===== config.mk =====
export PLATFORM = sky130hd
export DESIGN_NAME = glay_transactions_issuer
export DESIGN_NICKNAME = d
export VERILOG_FILES = /design/src/rtl/glay_transactions_issuer.sv
export SDC_FILE = /design/constraint.sdc
export NUM_CORES = 1
export LEC_CHECK = 0
export CAP_MARGIN = 20
export CORE_UTILIZATION = 52
export DETAILED_ROUTE_END_ITERATION = 12
export HOLD_SLACK_MARGIN = 0.02
export PLACE_DENSITY = 0.82
export SLEW_MARGIN = 10
export SYNTH_ARGS = -nofsm -noshare
export SYNTH_HDL_FRONTEND = slang
export SYNTH_SLANG_ARGS = --single-unit
export TNS_END_PERCENT = 20

===== constraint.sdc =====
create_clock -name ap_clk -period 7.4 [get_ports ap_clk]
set_input_delay 1.85 -clock ap_clk [delete_from_list [all_inputs] [get_ports ap_clk]]
set_output_delay 1.85 -clock ap_clk [all_outputs]
set_load 0.01 [all_outputs]

===== src/rtl/glay_transactions_issuer.sv =====
// Splits a beat-counted job into 4 KB-safe bursts and tracks bursts in flight.
// Optional counters (stall_cycles, burst_count) exist when GLAY_TRANSACTIONS_ISSUER_STATS_EN is defined.
module glay_transactions_issuer #(
    parameter int C_ADDR_WIDTH      = 64,
    parameter int C_LEN_WIDTH       = 32,
    parameter int C_BYTES_PER_BEAT  = 64,
    parameter int C_MAX_BURST       = 64,
    parameter int C_MAX_OUTSTANDING = 16,
    localparam int OW = $clog2(C_MAX_OUTSTANDING) + 1
) (
    input  logic                    ap_clk,
    input  logic                    ap_rst_n,
    input  logic                    ap_clken,
    input  logic                    start,
    input  logic [C_ADDR_WIDTH-1:0] base_addr,
    input  logic [C_LEN_WIDTH-1:0]  total_beats,
    output logic                    req_valid,
    input  logic                    req_ready,
    output logic [C_ADDR_WIDTH-1:0] req_addr,
    output logic [7:0]              req_len,
    input  logic                    rsp_valid,
    output logic [OW-1:0]           outstanding,
    output logic                    busy,
    output logic                    done,
    output logic                    err,
`ifdef GLAY_TRANSACTIONS_ISSUER_STATS_EN
    output logic [31:0]             stall_cycles,
    output logic [31:0]             burst_count,
`endif
    output logic [1:0]              dbg_state_o
);

    // Valid/ready: a request transfers on a cycle with req_valid && req_ready && ap_clken;
    // from the cycle req_valid rises, req_valid/req_addr/req_len hold until that transfer.

    localparam int BPB_LOG2 = $clog2(C_BYTES_PER_BEAT);
    localparam int CW       = (C_LEN_WIDTH > 13) ? C_LEN_WIDTH : 13;

    typedef enum logic [1:0] {
        S_IDLE  = 2'd0,
        S_ISSUE = 2'd1,
        S_DRAIN = 2'd2,
        S_DONE  = 2'd3
    } state_t;

    state_t                  state_q, state_d;
    logic [C_ADDR_WIDTH-1:0] addr_q, addr_d;
    logic [C_LEN_WIDTH-1:0]  remaining_q, remaining_d;
    logic [OW-1:0]           outstanding_q, outstanding_d;
    logic                    err_q, err_d;

`ifdef GLAY_TRANSACTIONS_ISSUER_STATS_EN
    logic [31:0] stall_q, stall_d;
    logic [31:0] bursts_q, bursts_d;
`endif

    logic [12:0]             bytes_to_4k;
    logic [CW-1:0]           beats_to_4k;
    logic [CW-1:0]           rem_ext;
    logic [CW-1:0]           burst_beats;
    logic [C_ADDR_WIDTH-1:0] addr_inc;
    logic                    hs;
    logic                    rsp;

    // Burst size is the tightest of remaining work, burst cap and the 4 KB page edge.
    assign bytes_to_4k = 13'h1000 - {1'b0, addr_q[11:0]};
    assign beats_to_4k = CW'(bytes_to_4k >> BPB_LOG2);
    assign rem_ext     = CW'(remaining_q);

    always_comb begin
        burst_beats = CW'(C_MAX_BURST);
        if (beats_to_4k < burst_beats) burst_beats = beats_to_4k;
        if (rem_ext < burst_beats)     burst_beats = rem_ext;
    end

    assign addr_inc  = C_ADDR_WIDTH'(burst_beats) << BPB_LOG2;
    assign req_valid = (state_q == S_ISSUE) && (remaining_q != '0) &&
                       (outstanding_q < OW'(C_MAX_OUTSTANDING));
    assign req_addr  = addr_q;
    assign req_len   = req_valid ? 8'(burst_beats - CW'(1)) : 8'd0;
    assign hs        = ap_clken && req_valid && req_ready;
    assign rsp       = ap_clken && rsp_valid;

    always_comb begin
        state_d       = state_q;
        addr_d        = addr_q;
        remaining_d   = remaining_q;
        outstanding_d = outstanding_q;
        err_d         = err_q;
`ifdef GLAY_TRANSACTIONS_ISSUER_STATS_EN
        stall_d       = stall_q;
        bursts_d      = bursts_q;
`endif
        if (ap_clken) begin
            if (state_q == S_IDLE && start) begin
                err_d = 1'b0;
`ifdef GLAY_TRANSACTIONS_ISSUER_STATS_EN
                stall_d  = '0;
                bursts_d = '0;
`endif
                if (total_beats != '0) begin
                    addr_d      = base_addr;
                    remaining_d = total_beats;
                end
            end

            if (hs) begin
                addr_d      = addr_q + addr_inc;
                remaining_d = remaining_q - C_LEN_WIDTH'(burst_beats);
            end

`ifdef GLAY_TRANSACTIONS_ISSUER_STATS_EN
            if (hs && bursts_q != '1) bursts_d = bursts_q + 32'd1;
            if (req_valid && !req_ready && stall_q != '1) stall_d = stall_q + 32'd1;
`endif

            // A response in the same cycle as a handshake cancels the increment.
            if (hs && !rsp) begin
                outstanding_d = outstanding_q + OW'(1);
            end else if (!hs && rsp) begin
                if (outstanding_q != '0) outstanding_d = outstanding_q - OW'(1);
                else                     err_d = 1'b1;
            end

            case (state_q)
                S_IDLE: begin
                    if (start) state_d = (total_beats != '0) ? S_ISSUE : S_DONE;
                end
                S_ISSUE: begin
                    if (remaining_d == '0) state_d = S_DRAIN;
                end
                S_DRAIN: begin
                    if (outstanding_d == '0) state_d = S_DONE;
                end
                S_DONE: begin
                    state_d = S_IDLE;
                end
                default: state_d = S_IDLE;
            endcase
        end
    end

    always_ff @(posedge ap_clk) begin
        if (!ap_rst_n) begin
            state_q       <= S_IDLE;
            addr_q        <= '0;
            remaining_q   <= '0;
            outstanding_q <= '0;
            err_q         <= 1'b0;
`ifdef GLAY_TRANSACTIONS_ISSUER_STATS_EN
            stall_q       <= '0;
            bursts_q      <= '0;
`endif
        end else begin
            state_q       <= state_d;
            addr_q        <= addr_d;
            remaining_q   <= remaining_d;
            outstanding_q <= outstanding_d;
            err_q         <= err_d;
`ifdef GLAY_TRANSACTIONS_ISSUER_STATS_EN
            stall_q       <= stall_d;
            bursts_q      <= bursts_d;
`endif
        end
    end

    assign outstanding = outstanding_q;
    assign busy        = (state_q != S_IDLE);
    assign done        = (state_q == S_DONE);
    assign err         = err_q;
    assign dbg_state_o = state_q;

`ifdef GLAY_TRANSACTIONS_ISSUER_STATS_EN
    assign stall_cycles = stall_q;
    assign burst_count  = bursts_q;
`endif

endmodule


==> summary.md <==
| Metric | Value |
|---|---|
| Status | `finished, final reports clean` |
| Worst reg-to-reg setup slack | `~0.58 ns` |
| Cell type contributing the most total cell area after synthesis | `sky130_fd_sc_hd__dfxtp_1` |
| Wire length of the first global-routing pass | `42.0 mm` |
| Data arrival time at the worst-slack endpoint | `slightly above 5 ns` |
| Start-to-end type of the worst setup path | `flop to output port` |
| Max-slew violations | `0` |
| Post-CTS setup buffer count | `0` |
| Launching element of the worst setup path | `rem_ext[12]` |
| Min cycle time layout | `just under 7 ns` |
| Final number of setup-violating endpoints | `0` |
| Number of instances in the synthesized netlist | `1119` |
| Worst path setup slack after routing | `0.437 ns` |
| Final Power | `approximately 3.6 mW` |
| Layout Skew | `about 0.013 ns` |
| Worst setup path endpoint | `req_len[6]` |
| Commonest cells after routing, fill and taps aside | `sky130_fd_sc_hd__clkdlybuf4s50_1 (183), sky130_fd_sc_hd__nor2_1 (121), sky130_fd_sc_hd__nand2_1 (112)` |
| Final global-route overflow total | `0` |
| Standby leakage power | `between 4 and 5 nW` |
| Post-route fraction of the period consumed by the critical path | `a little over nine tenths` |
| Mean area per synthesized cell | `7.50 um^2` |
| Number of antenna violations at the first check in global routing | `0` |
| TritonCTS sink count | `roughly 100` |
| Peak VDD IR | `0.201 mV` |
| Core Rows | `46` |
| Startpoint of the worst-slack reg-to-reg timing path | `rem_ext[12]` |
| Clock tree root driver cell | `sky130_fd_sc_hd__clkbuf_16` |
| FF-to-FF End | `dbg_state_o[0]` |
| Predominant post-synthesis flop cell | `sky130_fd_sc_hd__dfxtp_1` |
| Clock transition at the registers of the reported paths | `about 0.070 ns` |
| Number of violations reported at the end of detailed-routing iteration 0 | `~720` |
| Post-route ant nets | `0` |
| Largest fanout on the critical path | `12` |
| Number of buffers on the longest clock path | `2` |
| Required time reported for the critical path endpoint | `5.55 ns` |
| RSZ-0062 raised after global routing | `false` |
| Global-route usage over all layers | `between 30% and 40%` |
| Least-Margin Pin Slew | `between 0.9 and 1 ns` |
| Placer congestion estimate | `between 1 and 1.5` |
| CTS buffer count | `9` |
| Commonest non-fill, non-tap cell in the layout | `sky130_fd_sc_hd__clkdlybuf4s50_1` |
| Number of storage elements in the synthesis netlist | `approximately 100` |
| Register area share after synthesis | `24.8%` |
| Total of hold buffers inserted after clock tree synthesis | `0` |
| Die Y-Extent | `between 100 and 150 um` |
| Core Footprint | `about 0.016 mm^2` |
| Insertion delay of the later-clocked pin in the worst-skew pair | `~0.37 ns` |
| Worst setup EP type | `output port` |
| Number of warnings issued by yosys | `0` |
| Total I/O pin count | `between 150 and 200` |
| Die Width | `129 um` |
| Kind of path behind the tightest hold check | `flop to flop` |
| Synthesized cell area | `around 0.0084 mm^2` |
| Fraction of final layout cells sized beyond drive strength 1 | `5.39%` |
| Final core utilization | `slightly below 70%` |
| Routed wire length per instance | `between 15 and 20 um` |
| Pre-antenna DRT Iters | `7` |
| Share of Yosys cell area claimed by the top area cell type | `about a quarter` |
| Diode insertion count for antenna repair | `0` |
| Cell Pwr Density | `between 300 and 400 mW/mm^2` |
| Detailed-placement wirelength estimate | `just under 20 mm` |
| Share of async-settable or async-resettable flops after synthesis | `0%` |
| Sum of negative setup slack | `0 ns` |
| Pin count of the biggest net entering global routing | `47` |
| Placed cell count | `about 1500` |
| Placement-stage worst setup slack | `0.436 ns` |
| Wirelength, routed | `approximately 27 mm` |
| Final std cells w/o fill | `1515` |
| Placed cell areas | `between 0.01 and 0.015 mm^2` |
| Headroom to the max-slew limit | `35.2%` |
| Max-cap check violation count | `0` |
| Count of flip-flops with a built-in enable after synthesis | `0` |
| Final standard cell area without fillers | `~0.011 mm^2` |
| Area growth from synthesis to layout | `28.8%` |
| Number of nets at the end of the flow | `1452` |
| Port Buffers | `184` |
| Startpoint kind of the worst setup timing path | `flop` |
| PostCTS Resize Cnt | `0` |
| Initial Utilization | `between 50 and 60%` |
| Number of vias after detailed routing | `9229` |
| Highest Clock Rate | `between 0.1 and 0.15 GHz` |
| Clock tree from TritonCTS | `built` |
| Vias in the first global route | `approximately 8600` |
| Ranking of synthesized cells by area | `sky130_fd_sc_hd__dfxtp_1 (25%), sky130_fd_sc_hd__ha_1 (8.1%), sky130_fd_sc_hd__nor2_1 (5.5%)` |
| Reg2Reg Depth | `22` |
| Routed via count divided by cell count | `6.09` |
| Total number of H-tree levels | `3` |
| Number of unique standard cell types used by synthesis | `82` |
| Count of endpoints failing hold in the final timing report | `0` |
| Post-route DRC | `0` |
| Hold slack final | `approximately 0.47 ns` |
| Die Footprint | `around 0.017 mm^2` |
-- layout make-up --
type,count,area (um^2)
Multi-Input combinational cell,932,6020
Fill cell,1391,5020
Sequential cell,104,2080
Timing Repair Buffer,200,1960
Tap cell,216,270
Clock buffer,11,233
Inverter,47,176
Clock inverter,5,63.8
-- sequential cells by signal, indices dropped and copies added, names as in the netlist --
signal	flops
err	1
outstanding	5
dbg_state_o	2
req_addr	64
rem_ext	32
-- synth_stat cells (3+ instances only) --
library cell,count
sky130_fd_sc_hd__nor2_1,122
sky130_fd_sc_hd__nand2_1,112
sky130_fd_sc_hd__dfxtp_1,104
sky130_fd_sc_hd__a21oi_1,77
sky130_fd_sc_hd__o21ai_0,67
sky130_fd_sc_hd__ha_1,54
sky130_fd_sc_hd__nand3_1,54
sky130_fd_sc_hd__clkbuf_1,49
sky130_fd_sc_hd__inv_1,46
sky130_fd_sc_hd__nor3_1,34
sky130_fd_sc_hd__mux2i_1,32
sky130_fd_sc_hd__a21o_1,31
sky130_fd_sc_hd__a311oi_1,30
sky130_fd_sc_hd__xnor2_1,25
sky130_fd_sc_hd__a211oi_1,24
sky130_fd_sc_hd__and3_1,20
sky130_fd_sc_hd__mux2_2,17
sky130_fd_sc_hd__nand4_1,15
sky130_fd_sc_hd__and2_1,14
sky130_fd_sc_hd__xor2_1,14
sky130_fd_sc_hd__nor4_1,13
sky130_fd_sc_hd__a221oi_1,12
sky130_fd_sc_hd__or3_1,12
sky130_fd_sc_hd__nand2b_1,10
sky130_fd_sc_hd__a31oi_1,9
sky130_fd_sc_hd__o21bai_1,9
sky130_fd_sc_hd__o211ai_1,7
sky130_fd_sc_hd__o22ai_1,6
sky130_fd_sc_hd__nor2b_1,5
sky130_fd_sc_hd__o21a_1,5
sky130_fd_sc_hd__and4_1,4
sky130_fd_sc_hd__buf_1,4
sky130_fd_sc_hd__o221ai_1,4
sky130_fd_sc_hd__or4_1,4
sky130_fd_sc_hd__a2111oi_0,3
sky130_fd_sc_hd__a211o_1,3
sky130_fd_sc_hd__a21boi_0,3
sky130_fd_sc_hd__a32oi_1,3
sky130_fd_sc_hd__buf_2,3
sky130_fd_sc_hd__buf_4,3
sky130_fd_sc_hd__or4_4,3
-- how the worst min path moves through the flow --
stage                startpoint           to  slack (ns)  cells after the start
CTS                         err          err        0.47                      2
detailed placement          err          err        0.46                      2
global route                err          err        0.50                      2
finish                      err          err        0.47                      2
floorplan           rem_ext[11]  rem_ext[11]        0.48                      2
global placement    req_addr[3]  req_addr[3]        0.46                      2
-- critical path: stages, from the launching register on --
cell and delay, ns:
sky130_fd_sc_hd__dfxtp_1 0.37, sky130_fd_sc_hd__nor4_1 0.74, sky130_fd_sc_hd__nand3_1 0.35, sky130_fd_sc_hd__or4_4 0.65, sky130_fd_sc_hd__or3_1 0.36, sky130_fd_sc_hd__a2111oi_2 0.26
sky130_fd_sc_hd__buf_4 0.26, sky130_fd_sc_hd__mux2_2 0.41, sky130_fd_sc_hd__inv_1 0.07, sky130_fd_sc_hd__ha_1 0.18, sky130_fd_sc_hd__o21a_1 0.18, sky130_fd_sc_hd__nand3_1 0.10
sky130_fd_sc_hd__xnor2_1 0.15, sky130_fd_sc_hd__nor2_1 0.10, sky130_fd_sc_hd__clkdlybuf4s50_1 0.55
-- power breakdown --
group / internal (mW) / switching, mW / total (mW)
Sequential: 0.671 / 0.138 / 0.809
Combinational: 0.989 / 1.27 / 2.26
Clock: 0.268 / 0.239 / 0.506
-- logic make-up (layout without fill, tap and decap cells) --
family                     after synthesis  count (layout)  synth area share [%]
DFF                                    104             104                  24.8
adders and majority gates               56              56                  8.53
muxes                                   49              49                  6.10
buffers and inverters                  107             263                  5.06
and+or+nand+nor                        437             437                  25.1
other                                    1              25                0.0447
xor gates and xnor gates                39              39                  4.07
AOI/OAI and AO/OA                      326             326                  26.3
-- routing by layer --
layer / track usage, % / wire, um / vias to the layer above
li1: - / - / 4473
met1: 40.3 / 11500 / 4309
met2: 53.5 / 12600 / 390
met3: 6.03 / 1920 / 57
met4: 11.5 / 637 / 0
met5: 0 / 0 / -
Power figures use the tool's default switching activity.
